## src/rtl/spi_xfer_queue.sv

```systemverilog
// Transfer queue in front of spi_master: TX FIFO feeds the master one word at a time,
// completion data is captured into an RX FIFO, with post-transfer gap and busy timeout.
module spi_xfer_queue #(
    parameter int DATA_WIDTH   = 8,
    parameter int FIFO_DEPTH   = 16,
    parameter int GAP_CYCLES   = 2,
    parameter int BUSY_TIMEOUT = 1024
) (
    input  logic                          clk,
    input  logic                          rst,
    input  logic                          enable,
    input  logic                          wr_valid,
    output logic                          wr_ready,
    input  logic [DATA_WIDTH-1:0]         wr_data,
    output logic                          rd_valid,
    input  logic                          rd_ready,
    output logic [DATA_WIDTH-1:0]         rd_data,
    output logic                          spi_start_tx,
    output logic [DATA_WIDTH-1:0]         spi_tx_data,
    input  logic                          spi_busy,
    input  logic                          spi_irq,
    input  logic [DATA_WIDTH-1:0]         spi_rx_data,
    output logic [$clog2(FIFO_DEPTH):0]   tx_level,
    output logic [$clog2(FIFO_DEPTH):0]   rx_level,
    output logic                          timeout_err,
    input  logic                          clr_err
);
    localparam int AW   = $clog2(FIFO_DEPTH);
    localparam int LW   = AW + 1;
    localparam int CMAX = (BUSY_TIMEOUT > GAP_CYCLES) ? BUSY_TIMEOUT : GAP_CYCLES;
    localparam int CW   = $clog2(CMAX + 1);

    typedef enum logic [1:0] {IDLE, ISSUE, WAIT_DONE, GAP} state_t;

    logic [DATA_WIDTH-1:0] r_tx_mem [FIFO_DEPTH];
    logic [DATA_WIDTH-1:0] r_rx_mem [FIFO_DEPTH];
    logic [AW-1:0]         r_tx_wp, r_tx_rp, r_rx_wp, r_rx_rp;
    logic [LW-1:0]         r_tx_lvl, r_rx_lvl;
    state_t                r_state, w_state_nxt;
    logic [CW-1:0]         r_cnt, w_cnt_nxt;
    logic                  r_start, w_start_nxt;
    logic [DATA_WIDTH-1:0] r_tx_data;
    logic                  r_err;
    logic                  w_load, w_tx_pop, w_rx_push, w_to, w_tx_push, w_rx_pop;

    assign wr_ready     = (r_tx_lvl != LW'(FIFO_DEPTH));
    assign rd_valid     = (r_rx_lvl != '0);
    assign rd_data      = rd_valid ? r_rx_mem[r_rx_rp] : '0;
    assign w_tx_push    = wr_valid & wr_ready;
    assign w_rx_pop     = rd_valid & rd_ready;
    assign spi_start_tx = r_start;
    assign spi_tx_data  = r_tx_data;
    assign tx_level     = r_tx_lvl;
    assign rx_level     = r_rx_lvl;
    assign timeout_err  = r_err;

    always_comb begin
        w_state_nxt = r_state;
        w_cnt_nxt   = r_cnt;
        w_start_nxt = r_start;
        w_load      = 1'b0;
        w_tx_pop    = 1'b0;
        w_rx_push   = 1'b0;
        w_to        = 1'b0;
        case (r_state)
            IDLE: begin
                // RX must have a free slot so the in-flight word always has somewhere to land
                if (enable && r_tx_lvl != '0 && r_rx_lvl != LW'(FIFO_DEPTH)) begin
                    w_state_nxt = ISSUE;
                    w_cnt_nxt   = '0;
                    w_start_nxt = 1'b1;
                    w_load      = 1'b1;
                end
            end
            ISSUE: begin
                if (spi_busy) begin
                    w_tx_pop    = 1'b1;
                    w_start_nxt = 1'b0;
                    w_state_nxt = WAIT_DONE;
                    w_cnt_nxt   = '0;
                end else if (r_cnt == CW'(BUSY_TIMEOUT - 1)) begin
                    w_to        = 1'b1;
                    w_start_nxt = 1'b0;
                    w_state_nxt = GAP;
                    w_cnt_nxt   = '0;
                end else begin
                    w_cnt_nxt = r_cnt + CW'(1);
                end
            end
            WAIT_DONE: begin
                if (spi_irq) begin
                    w_rx_push   = 1'b1;
                    w_state_nxt = GAP;
                    w_cnt_nxt   = '0;
                end else if (r_cnt == CW'(BUSY_TIMEOUT - 1)) begin
                    w_to        = 1'b1;
                    w_state_nxt = GAP;
                    w_cnt_nxt   = '0;
                end else begin
                    w_cnt_nxt = r_cnt + CW'(1);
                end
            end
            default: begin
                if (r_cnt == CW'(GAP_CYCLES)) w_state_nxt = IDLE;
                else                          w_cnt_nxt   = r_cnt + CW'(1);
            end
        endcase
    end

    always_ff @(posedge clk or posedge rst) begin
        if (rst) begin
            r_state   <= IDLE;
            r_cnt     <= '0;
            r_start   <= 1'b0;
            r_tx_data <= '0;
            r_err     <= 1'b0;
        end else begin
            r_state <= w_state_nxt;
            r_cnt   <= w_cnt_nxt;
            r_start <= w_start_nxt;
            if (w_load) r_tx_data <= r_tx_mem[r_tx_rp];
            if (w_to)         r_err <= 1'b1;
            else if (clr_err) r_err <= 1'b0;
        end
    end

    always_ff @(posedge clk or posedge rst) begin
        if (rst) begin
            r_tx_wp  <= '0;
            r_tx_rp  <= '0;
            r_tx_lvl <= '0;
            r_rx_wp  <= '0;
            r_rx_rp  <= '0;
            r_rx_lvl <= '0;
        end else begin
            if (w_tx_push) r_tx_wp <= r_tx_wp + AW'(1);
            if (w_tx_pop)  r_tx_rp <= r_tx_rp + AW'(1);
            if (w_tx_push && !w_tx_pop)      r_tx_lvl <= r_tx_lvl + LW'(1);
            else if (!w_tx_push && w_tx_pop) r_tx_lvl <= r_tx_lvl - LW'(1);
            if (w_rx_push) r_rx_wp <= r_rx_wp + AW'(1);
            if (w_rx_pop)  r_rx_rp <= r_rx_rp + AW'(1);
            if (w_rx_push && !w_rx_pop)      r_rx_lvl <= r_rx_lvl + LW'(1);
            else if (!w_rx_push && w_rx_pop) r_rx_lvl <= r_rx_lvl - LW'(1);
        end
    end

    always_ff @(posedge clk) begin
        if (w_tx_push) r_tx_mem[r_tx_wp] <= wr_data;
        if (w_rx_push) r_rx_mem[r_rx_wp] <= spi_rx_data;
    end
endmodule

```

## config.mk

```make
export PLATFORM = sky130hd
export DESIGN_NAME = spi_xfer_queue
export DESIGN_NICKNAME = d
export VERILOG_FILES = /design/src/rtl/spi_xfer_queue.sv
export SDC_FILE = /design/constraint.sdc
export NUM_CORES = 1
export LEC_CHECK = 0
export ABC_AREA = 0
export CORE_MARGIN = 1.5
export CORE_UTILIZATION = 38
export CTS_CLUSTER_DIAMETER = 60
export CTS_CLUSTER_SIZE = 12
export DETAILED_ROUTE_END_ITERATION = 8
export PLACE_DENSITY = 0.61
export SLEW_MARGIN = 5
export SYNTH_ARGS = -nofsm -noshare
export SYNTH_HDL_FRONTEND = slang
export SYNTH_SLANG_ARGS = --single-unit
```

## constraint.sdc

```tcl
create_clock -name clk -period 7.3 [get_ports clk]
set_clock_uncertainty 0.15 [all_clocks]
set_input_delay 2.19 -clock clk [delete_from_list [all_inputs] [get_ports clk]]
set_output_delay 2.19 -clock clk [all_outputs]
set_load 0.01 [all_outputs]
```

==> results_dict.tcl, run 1 <==
set metrics [dict create \
    synthTopCellsByArea "edfxtp_1, mux4_2, dfrtp_1" \
    hp-start "spi_tx_data[5]" \
    h-tree-depth 1 \
    portBuffers 53 \
    status "complete, no violations" \
    setup_violations 0 \
    antenna_found_initial 2 \
    dr.first_iter.drc_count 399 \
    syn_nets 776 \
    crit_type "register to output port" \
    setup_slack_ns 1.45 \
    maxCapViolCount 0 \
    startpoint "r_rx_rp[0]" \
    syn_area_per_cell_um2 17.6 \
    drive_gt1_frac 0.167 \
    async_flop_share 0.161 \
    reg2reg_from "rx_level[1]" \
    synthFlopType "edfxtp_1" \
    critPathCaptureType "output port" \
    fin_crit_sh 0.802 \
    avgRoutedWirePerCell_um 20.2 \
    clk_latency_ns 0.55 \
    gp_congestion 0.734 \
    grt_max_degree 50 \
    coreArea_um2 32800 \
    startpoint_type "register" \
    period_needed_ns 5.85 \
    cts_resized 0 \
    synth_edf_count 256 \
    hpwl_mm 15.5 \
    clkSinkCount 305 \
    synth_cells 725 \
    met2_length_mm 12.7 \
    cts_buffer_depth 3 \
    netlist.area_leader.share 0.603 \
    fp.dieW_um 186 \
    slew_viol_final 0 \
    max_slew_margin 0.221 \
    pin_count 54 \
    top_layer "met5" \
    crit_fanout 30 \
    dp_slack_ns 1.94 \
    cts_root_buf "clkbuf_16" \
    die-area_um2 34600 \
    vias_per_cell 5.12 \
    ys_seq_area_frac 0.700 \
    rows 66 \
    max_freq_mhz 171 \
    drt_pre_antenna_iters 4 \
    cts_made_buffers 31 \
    start_util 0.389 \
    ys_ff_latch 305 \
    syn_area_um2 12700 \
    cts_tree "done" \
    ys_warn_count 0 \
    grt_pass1_wl_mm 38.7 \
    final_nets 838 \
    cts_hold_buf 0 \
    leakage_nw 4.90 \
    cts.reportedPaths.clkPinSlew_ns 0.06 \
    tightest_slew_ns 1.16 \
    vias 6423 \
    setup-tns-final_ns 0 \
    fin_area_um2 14700 \
    yosysTopAreaCell "edfxtp_1" \
    syn_to_final_growth_pct 15.2 \
    post_cts_buffers 0 \
    remaining_drc_errors 0 \
    crit_arrival_ns 3.51 \
    grt_setup_unrepaired "false" \
    met1Wirelength_mm 11.2 \
    pwr_density_cell_nw_per_um2 380 \
    grtUsageTotal 0.151 \
    ys_types 49 \
    die_y_um 186 \
    finalHoldViolCount 0 \
    wl_mm 25.4 \
    fillCellCount 2850 \
    vdd_drop_max_mv 0.217 \
    ant_nets 0 \
    hold_path_class "register to register" \
    placedInstanceArea_um2 13700 \
    grt_overflow 0 \
    required_ns 4.96 \
    finalPower_w 0.00558 \
    grt_pass1_vias 6445 \
    wl_met3_um 981 \
]
state kept, by name, indices dropped and copies added, names as in the netlist:
| register | flops |
|---|---|
| r_tx_rp | 4 |
| r_cnt | 11 |
| spi_tx_data | 8 |
| r_rx_rp | 4 |
| r_tx_wp | 4 |
| rx_level | 5 |
| timeout_err | 1 |
| r_rx_wp | 4 |
| r_state | 2 |
| r_rx_mem | 128 |
| r_tx_mem | 128 |
| tx_level | 5 |
| spi_start_tx | 1 |
worst paths after layout:
check / end / slack [ns] / depth (start not counted)
max reg2reg: rx_level[4] / 3.51 / 12
max in group asynchronous: r_tx_rp[2] / 4.52 / 3
min in group asynchronous: rx_level[1] / 1.99 / 3
min: spi_tx_data[5] / 0.36 / 1
min reg2reg: spi_tx_data[5] / 0.36 / 1
max: rd_data[1] / 1.45 / 5
layout make-up:
type                    count  area, µm²  share of cell area
flip-flops and latches    305       8920               0.608
multi-input cells         365       3560               0.243
clock buffers              51        861              0.0587
repair buffers             63        606              0.0413
well taps                 442        553              0.0377
clock inverters             7       97.6             0.00665
inverters                  21       78.8             0.00537
diodes                      1       2.50            0.000171
layout by cell type, fill, tap and decap left out, drive strengths merged, types with 7 or more instances in the layout:
master | netlist | final
xnor2 | 17 | 17
mux2i | 7 | 7
a2111oi | 7 | 7
clkdlybuf4s50 | 0 | 53
o21ai | 16 | 16
a21oi | 21 | 21
nor3 | 10 | 10
ha | 25 | 25
dfrtp | 49 | 49
mux2 | 11 | 11
clkbuf | 7 | 51
and2 | 12 | 12
a211oi | 7 | 7
nand2 | 36 | 36
nor2 | 44 | 44
buf | 27 | 10
nor2b | 19 | 19
mux4 | 66 | 66
nand2b | 8 | 8
nand3 | 11 | 11
edfxtp | 256 | 256
inv | 21 | 23
cells in the mapped netlist (all sizes together) (2+ instances only):
cell type and instances:
edfxtp 256, mux4 66, dfrtp 49, nor2 44
nand2 36, buf 27, ha 25, a21oi 21
inv 21, nor2b 19, xnor2 17, o21ai 16
and2 12, mux2 11, nand3 11, nor3 10
nand2b 8, a2111oi 7, a211oi 7, clkbuf 7
mux2i 7, a21o 6, nand4 5, nor4 5
a22o 4, xor2 4, a22oi 3, o21a 3
a221oi 2, a31o 2, fa 2, o41ai 2
or3 2
where the power goes:
group | internal (W) | total, W | switching (W)
registers | 0.00210 | 0.00234 | 0.000238
logic | 0.000909 | 0.00174 | 0.000830
clock network | 0.000874 | 0.00151 | 0.000634
cell families after synthesis:
logic type,share of synthesized area
AO/OA/AOI/OAI,0.0398
XOR/XNOR,0.0144
adder cells (fa/ha/maj),0.0277
buffers and inverters,0.0242
flip-flops,0.700
multiplexers,0.134
AND/OR/NAND/NOR,0.0608
metal layers:
layer | GRT usage | vias to the layer above
li1 | - | 2964
met1 | 0.209 | 3288
met2 | 0.250 | 138
met3 | 0.0215 | 31
met4 | 0.0416 | 2
met5 | 0 | -
critical path: stages, from the launching register on:
cell,delay [ns]
dfrtp_2,1.00
buf_4,0.32
mux4_1,0.55
mux4_2,0.45
and2_1,0.16
clkdlybuf4s50_1,0.47
stage by stage:
stage / utilization / cells / hold WS [ns]
floorplan: - / 725 / 0.343
CTS: 0.448 / 1254 / 0.369
global placement: 0.418 / 1196 / 0.351
finish: 0.448 / 1255 / 0.362
global route: 0.448 / 1255 / 0.407
detailed placement: 0.418 / 1196 / 0.356
No activity file was read; power rests on OpenSTA's default activity.
==> run 2, diff against run 1 <==
- clock period: 7.3 -> 5.95 ns (I/O delays scaled with it)
==> run 2 against run 1 <==
- sequential share of layout area is 0.52 points lower
- first-iteration DRC count is 4.3% higher
- worst setup slack worse by 0.34 ns
==> results_dict.tcl, run 2 (same netlist as run 1, synthesis figures left out) <==
set metrics [dict create \
    remaining_drc_errors 0 \
    drive_gt1_frac 0.175 \
    fillCellCount 2832 \
    path_cells "buf_12 -> mux4_2 -> mux4_2 -> and2_1 -> clkdlybuf4s50_1" \
    final_nets 842 \
    clk_latency_ns 0.52 \
    grt_overflow 0 \
    reg2reg_slack_ns 2.26 \
    fp.dieW_um 186 \
    coreArea_um2 32800 \
    leakage_nw 4.97 \
    crit_slowest_cell "mux4_2" \
    syn_to_final_growth_pct 16.2 \
    rows 66 \
    slowest_delay_ns 0.55 \
    crit_arrival_ns 2.91 \
    crit_type "register to output port" \
    grt_pass1_vias 6583 \
    fin_hold_ws_ns 0.356 \
    maxCapViolCount 0 \
    post_cts_buffers 0 \
    grt_setup_unrepaired "false" \
    vdd_drop_max_mv 0.249 \
    hold_path_class "register to register" \
    cts_resized 0 \
    drt_pre_antenna_iters 5 \
    max_slew_margin 0.227 \
    pin_count 54 \
    slew_viol_final 0 \
    finalPower_w 0.00702 \
    setup-tns-final_ns 0 \
    n_antenna_cell 0 \
    path_buf_inv 2 \
    mostFrequentLayoutCell "edfxtp_1" \
    status "complete, no violations" \
    vias_per_cell 5.14 \
    reg_top3 "r_rx_mem (128), r_tx_mem (128), r_cnt (11)" \
    placedInstanceArea_um2 13700 \
    start_util 0.389 \
    hpwl_mm 15.7 \
    die_y_um 186 \
    placed_cells 1196 \
    ff_latch_area_um2 8920 \
    grt_pass1_wl_mm 39.5 \
    min_path_cells 1 \
    portBuffers 53 \
    clkSinkCount 305 \
    grt_max_degree 49 \
    startpoint_type "register" \
    grtUsageTotal 0.154 \
    die-area_um2 34600 \
    finalHoldViolCount 0 \
    layout_common_cells "edfxtp_1, mux4_2, clkdlybuf4s50_1, dfrtp_1, nor2_1" \
    required_ns 4.01 \
    crit_path_frequent_cell "mux4_2" \
    setup_violations 0 \
    h-tree-depth 2 \
    gp_congestion 0.730 \
    cts_buffer_depth 3 \
    antenna_found_initial 0 \
    dr.first_iter.drc_count 416 \
    cts_root_buf "clkbuf_16" \
    pwr_density_cell_nw_per_um2 474 \
    period_needed_ns 4.85 \
    cp.depth 5 \
    vias 6463 \
    reg2regPathDepth 12 \
    cts_hold_buf 0 \
    crit_fanout 35 \
    cts_made_buffers 35 \
    tightest_slew_ns 1.15 \
    path_delay_family "multiplexers" \
    fin_area_um2 14800 \
    avgRoutedWirePerCell_um 20.4 \
    ant_nets 0 \
    cts_tree "done" \
    wl_mm 25.6 \
    cts.reportedPaths.clkPinSlew_ns 0.06 \
    critPathCaptureType "output port" \
    max_freq_mhz 206 \
    fin_crit_sh 0.814 \
    stdcell_count 1257 \
    multiInputGateArea_um2 3560 \
]
## run 2: cell count changes in the layout (fill, tap and decap cells not counted)
| cell | change |
|---|---|
| nor3_1 | +1 |
| clkinv_8 | +1 |
| clkinvlp_4 | -2 |
| clkbuf_16 | +6 |
| buf_12 | +1 |
| buf_4 | -1 |
| clkinv_1 | +1 |
| clkinv_4 | +3 |
| clkbuf_1 | -6 |
| bufinv_16 | -2 |
| nor3_2 | -1 |
| diode_2 | -1 |
| inv_8 | +2 |
## run 2: power breakdown
part / internal (W) / total [W] / switching, W
sequential: 0.00257 / 0.00282 / 0.000249
combinational: 0.00113 / 0.00219 / 0.00106
clock: 0.00117 / 0.00201 / 0.000840
total: 0.00487 / 0.00702 / 0.00215
## run 2: metrics by stage
step | util | worst slack (ns)
2_1_floorplan | - | 2.06
3_3_place_gp | 0.419 | 1.48
3_5_place_dp | 0.419 | 1.44
4_1_cts | 0.452 | 1.05
5_1_grt | 0.452 | 1.01
6_report | 0.452 | 1.10
## run 2: worst register-to-register path, delay by kind of cell, from the launching register on
family,cells,cell delay (ns)
buffers and inverters,2,0.23
DFF,1,0.42
and+or+nand+nor,5,1.80
xor gates and xnor gates,1,0.16
AOI/OAI and AO/OA,2,0.35
adders and majority gates,2,0.52
## run 2: final timing paths
path	from	endpoint
worst max register to register	rx_level[1]	rx_level[4]
worst min register to register	spi_tx_data[5]	spi_tx_data[5]
min in group asynchronous	rst	rx_level[0]
max in group asynchronous	rst	r_tx_rp[2]
worst min-delay path	spi_tx_data[5]	spi_tx_data[5]
worst max-delay path	r_rx_rp[0]	rd_data[5]
## run 2: layer usage
metal / share of wire / track usage / up-vias
met2: 0.50 / 0.262 / 143
met4: 0.019 / 0.0400 / 0
li1: - / - / 2972
met5: 0 / 0 / -
met3: 0.042 / 0.0237 / 35
met1: 0.44 / 0.208 / 3313
## run 2: final cells by class
type / count / area share
Timing Repair Buffer: 63 / 0.0418
Clock buffer: 51 / 0.0668
Clock inverter: 10 / 0.00617
Inverter: 21 / 0.00533
Tap cell: 442 / 0.0374
Multi-Input combinational cell: 365 / 0.240
Sequential cell: 305 / 0.602
